<file path="config.mk">
export PLATFORM = sky130hd
export DESIGN_NAME = bus_demux_stage
export DESIGN_NICKNAME = d
export VERILOG_FILES = /design/src/rtl/bus_demux_stage_pkg.sv /design/src/rtl/onehot_decoder.sv /design/src/rtl/bus_demux_stage.sv
export SDC_FILE = /design/constraint.sdc
export NUM_CORES = 1
export LEC_CHECK = 0
export BUFFER_PORTS_ARGS = -buffer_cell sky130_fd_sc_hd__buf_2
export CORE_AREA = 3 3 508 510
export DETAILED_ROUTE_END_ITERATION = 16
export DIE_AREA = 0 0 511 513
export PLACE_DENSITY_LB_ADDON = 0.08
export SETUP_SLACK_MARGIN = 0.2
export SLEW_MARGIN = 20
export SYNTH_ARGS = -nofsm -noshare
export SYNTH_HDL_FRONTEND = slang
export SYNTH_HIERARCHICAL = 1
export SYNTH_SLANG_ARGS = --single-unit
export TNS_END_PERCENT = 5
</file>
<file path="constraint.sdc">
create_clock -name clk -period 2.79 [get_ports clk]
set_input_delay 0.279 -clock clk [delete_from_list [all_inputs] [get_ports clk]]
set_output_delay 0.279 -clock clk [all_outputs]
set_load 0.1 [all_outputs]
</file>
<file path="src/rtl/bus_demux_stage_pkg.sv">
// Shared definitions for the bus demux/mux family: idle-slice modes and bus_out slice indexing.
package bus_demux_stage_pkg;

  localparam int ZERO_IDLE_OFF = 0;
  localparam int ZERO_IDLE_ON  = 1;

  function automatic int slice_lo(int idx, int width);
    return idx * width;
  endfunction

endpackage

</file>
<file path="src/rtl/onehot_decoder.sv">
// Index-to-one-hot decoder; indices at or above N decode to all zeros.
module onehot_decoder
  import bus_demux_stage_pkg::*;
#(
  parameter int N   = 4,
  parameter int LOG = 2
) (
  input  logic [LOG-1:0] idx,
  input  logic           en,
  output logic [N-1:0]   onehot
);

  always_comb begin
    onehot = '0;
    for (int i = 0; i < N; i++) begin
      if (en && (idx == LOG'(i))) onehot[i] = 1'b1;
    end
  end

endmodule

</file>
<file path="src/rtl/bus_demux_stage.sv">
// Registered 1-to-NUM_BUSES demultiplexer with valid/ready flow control and one-beat holding register.
module bus_demux_stage
  import bus_demux_stage_pkg::*;
#(
  parameter int NUM_BUSES     = 4,
  parameter int NUM_BUSES_LOG = 2,
  parameter int BUS_WIDTH     = 256,
  parameter int ZERO_IDLE     = ZERO_IDLE_ON
) (
  input  logic                           clk,
  input  logic                           rst,
  input  logic                           in_valid,
  output logic                           in_ready,
  input  logic [NUM_BUSES_LOG-1:0]       in_select,
  input  logic [BUS_WIDTH-1:0]           in_data,
  output logic [NUM_BUSES-1:0]           out_valid,
  input  logic [NUM_BUSES-1:0]           out_ready,
  output logic [NUM_BUSES*BUS_WIDTH-1:0] bus_out,
  output logic                           bad_sel
);

  logic                     hold_valid_q, hold_valid_d;
  logic [NUM_BUSES_LOG-1:0] hold_sel_q, hold_sel_d;
  logic [BUS_WIDTH-1:0]     hold_data_q, hold_data_d;
  logic                     bad_sel_q, bad_sel_d;

  logic [NUM_BUSES-1:0] hold_onehot;
  logic                 accept;
  logic                 pop;
  logic                 sel_bad;

  onehot_decoder #(
    .N   (NUM_BUSES),
    .LOG (NUM_BUSES_LOG)
  ) u_hold_dec (
    .idx    (hold_sel_q),
    .en     (hold_valid_q),
    .onehot (hold_onehot)
  );

  // Only the ready of the channel currently holding a beat matters.
  assign pop      = |(hold_onehot & out_ready);
  assign in_ready = rst | ~hold_valid_q | pop;
  assign accept   = in_valid & in_ready;
  assign sel_bad  = int'(in_select) >= NUM_BUSES;

  always_comb begin
    hold_valid_d = hold_valid_q;
    hold_sel_d   = hold_sel_q;
    hold_data_d  = hold_data_q;
    bad_sel_d    = accept & sel_bad;
    if (accept && !sel_bad) begin
      hold_valid_d = 1'b1;
      hold_sel_d   = in_select;
      hold_data_d  = in_data;
    end else if (pop) begin
      hold_valid_d = 1'b0;
    end
  end

  always_ff @(posedge clk) begin
    if (rst) begin
      hold_valid_q <= 1'b0;
      hold_sel_q   <= '0;
      hold_data_q  <= '0;
      bad_sel_q    <= 1'b0;
    end else begin
      hold_valid_q <= hold_valid_d;
      hold_sel_q   <= hold_sel_d;
      hold_data_q  <= hold_data_d;
      bad_sel_q    <= bad_sel_d;
    end
  end

  assign out_valid = hold_onehot;
  assign bad_sel   = bad_sel_q;

  for (genvar g = 0; g < NUM_BUSES; g++) begin : g_slice
    if (ZERO_IDLE != ZERO_IDLE_OFF) begin : g_zero
      assign bus_out[slice_lo(g, BUS_WIDTH) +: BUS_WIDTH] = hold_onehot[g] ? hold_data_q : '0;
    end else begin : g_hold
      assign bus_out[slice_lo(g, BUS_WIDTH) +: BUS_WIDTH] = hold_data_q;
    end
  end

endmodule

</file>
==> metrics.csv <==
stage;metric;value;unit
timing;fmaxAchievable;373;MHz
clocking;clk_pin_slew;60;ps
floorplanning;num_rows;185;
status;status;completed;
worst_setup_path;critPathCaptureType;output port;
worst_hold_path;worstHoldStart;in_data[123];
grt;grt_pass1_vias;29100;
logic_synthesis;synth_top_cells_by_count;and2_1 (1025), clkbuf_1 (356), dfxtp_1 (259), nor2b_1 (259);
worst_setup_path;cp.required;2510;ps
clocking;cts_tree;done;
logic_synthesis;synth_area_leader_cell;and2_1;
worst_setup_path;r2r_cells;9;
logic_synthesis;synth.distinct_cells;20;
timing;period_share;0.962;
timing;rsz0062_at_grt;yes;
layout;area_delta_synth_final;102;%
pwr;clkPwrFrac;0.337;
worst_setup_path;crit_path_start;hold_sel_q[1];
detailed_routing;wl_per_cell;23.3;um
layout;n_fill_cell;28100;
pwr;swShare;0.423;
layout;nets;4764;
clocking;clock_path_buffers;3;
grt;grt_pass1_wl;250;mm
floorplanning;die_w;511;um
pwr;powerDensity;353;nW/um^2
logic_synthesis;ys_seq_area_frac;0.214;
worst_setup_path;worst_setup_path_start_kind;flip-flop;
pwr;ir_drop;328;uV
worst_setup_path;crit_fanout;41;
timing;layout_min_cycle_time;2680;ps
timing;skew;24.2;ps
layout;drive_above_1_share;0.391;
pwr;power;17.2;mW
logic_synthesis;avgSynthCellArea;7.46;um^2
logic_synthesis;synth_enable_flop_cells;0;
run;maxCapViolCount;0;
logic_synthesis;synth_seq_cells;259;
detailed_routing;routed_via_density;3.71;
grt;grt_antenna_before_repair;85;
pwr;p_sw;7.27;mW
floorplanning;core_area;254000;um^2
worst_setup_path;slowest_stage;dfxtp_2;
worst_setup_path;cp_cell_sequence;and3b_4 > buf_16 > buf_12 > buf_16 > and2_1 > buf_12;
worst_hold_path;holdPathStages;4;
timing;finalHoldViolations;0;
logic_synthesis;synth_area;24200;um^2
detailed_routing;finalWirelength;185;mm
logic_synthesis;synth-main-ff-cell;dfxtp_1;
detailed_routing;remaining_drc_errors;0;
detailed_routing;ant_nets;0;
grt;grt_use_total;0.132;
worst_setup_path;max_stage_delay;350;ps
layout;multi_input_area;17900;um^2
logic_synthesis;synth-async-reset-ratio;0;
layout;seqCellArea;5190;um^2
logic_synthesis;synth_area_leaders;and2_1 (27%), dfxtp_1 (21%), a2111o_1 (12%);
floorplanning;initial_core_util;0.0953;
clocking;cts_max_level;2;
clocking;clock_latency;620;ps
logic_synthesis;synth_top_area_share;0.265;
logic_synthesis;syn-num-nets;3506;
layout;fin_cells;7957;
timing;slew_headroom;0.529;
timing;tns;0;ps
pwr;seqPwrFrac;0.282;
timing;finalMaxSlewViolations;0;
floorplanning;die_h;513;um
floorplanning;io_pins;1295;
grt;grt_max_degree;89;
placed_design;dpl.cell_count;7660;
worst_setup_path;worst-setup-path-type;reg -> out;
timing;final-setup-viol-count;0;
logic_synthesis;synthCells;3241;
worst_setup_path;timing.rr.start;hold_valid_q;
placed_design;gp_routability_congestion;0.721;
clocking;root_buffer;clkbuf_16;
detailed_routing;vias;29500;
floorplanning;die-area;262000;um^2
pwr;p_leak;21.4;nW
placed_design;io_buffers;1293;
clocking;cts.sinks;259;
timing;worst_slew_pin_slew;706;ps
detailed_routing;dr.first_iter.drc_count;1390;
worst_hold_path;hold_path.class;in -> reg;
detailed_routing;first_pass_iters;5;
pwr;p_int;9.94;mW
logic_synthesis;synth.most_common_cell;and2_1;
grt;overflow;0;
placed_design;place_hpwl;136;mm
clocking;cts_buffers;42;
pwr;combinationalPowerShare;0.381;
worst_setup_path;crit_arrival;2410;ps
logic_synthesis;synth_warnings;6;
[cells in the final DEF, fill, tap and decap left out, drive strengths merged, types with 4 or more instances in the layout]
cell	netlist	final
clkinv	0	5
nor2b	259	259
a21oi	258	258
bufbuf	0	6
buf	42	1459
and4	258	258
diode	0	61
dlygate4sd3	0	118
clkbuf	356	94
nor2	258	258
a2111o	258	258
nand3b	258	258
and2	1025	1025
dfxtp	259	259
bufinv	0	4
[cells by family after synthesis]
family / after synthesis / share of synthesized area
and+or+nand+nor: 2064 / 0.548
DFF: 259 / 0.214
other: 1 / 0.000155
buffers and inverters: 399 / 0.0637
AOI/OAI and AO/OA: 518 / 0.174
[worst paths after layout]
check	endpoint	slack (ps)
setup / recovery	bus_out[259]	110
hold / removal	hold_data_q[123]	60
setup reg to reg	hold_data_q[90]	200
hold reg to reg	hold_data_q[238]	710
[worst max-delay path, delay by kind of cell, from the launching register on]
kind	cells	cell delay (ps)
and+or+nand+nor	2	570
buffers and inverters	4	770
DFF	1	350
[metrics by stage]
step	util	setup WS [ps]	cell area (um^2)	hold slack [ps]
6_report	0.192	106	48700	60.1
5_1_grt	0.192	-28.9	48700	24.7
4_1_cts	0.184	2.61	46600	0.466
3_5_place_dp	0.165	277	42000	662
3_3_place_gp	0.165	289	42000	657
2_1_floorplan	-	-77.9	24300	554
[per-layer routing]
layer / wire length, um / track usage / vias to the layer above
met5: 499 / 0 / -
met4: 3890 / 0.0359 / 68
met3: 12100 / 0.0404 / 181
met2: 89800 / 0.224 / 1041
met1: 78900 / 0.161 / 14300
li1: - / - / 13900
[power groups by stage]
stage	logic, mW	registers [mW]	clock network [mW]
after global placement	5.96	4.97	0
after floorplan	3.80	4.36	0
after detailed placement	5.96	4.98	0
after global routing	6.92	4.94	6.27
after CTS	6.47	4.90	6.14
final	6.56	4.85	5.80
[final cells by class]
| type | instances | area share |
|---|---|---|
| repair buffers | 1612 | 0.406 |
| multi-input cells | 2583 | 0.368 |
| flip-flops and latches | 259 | 0.107 |
| well taps | 3366 | 0.0864 |
| clock buffers | 65 | 0.0265 |
| clock inverters | 10 | 0.00313 |
| diodes | 61 | 0.00313 |
| inverters | 1 | 0.000231 |
[repair_timing]
item / CTS / global route
gates resized for setup: 452 / 637
pin swaps: 2 / 9
hold buffers: 118 / 0
hold endpoints to repair: 118 / 0
endpoints found under the setup margin: 948 / 1180
gates cloned: 13 / 14
setup buffers: 13 / 3
[sequential cells by signal, summed over array words and instances, names as in the netlist]
register and flops:
hold_valid_q 1, hold_sel_q 2, hold_data_q 256
(Power assumes the default switching activity.)
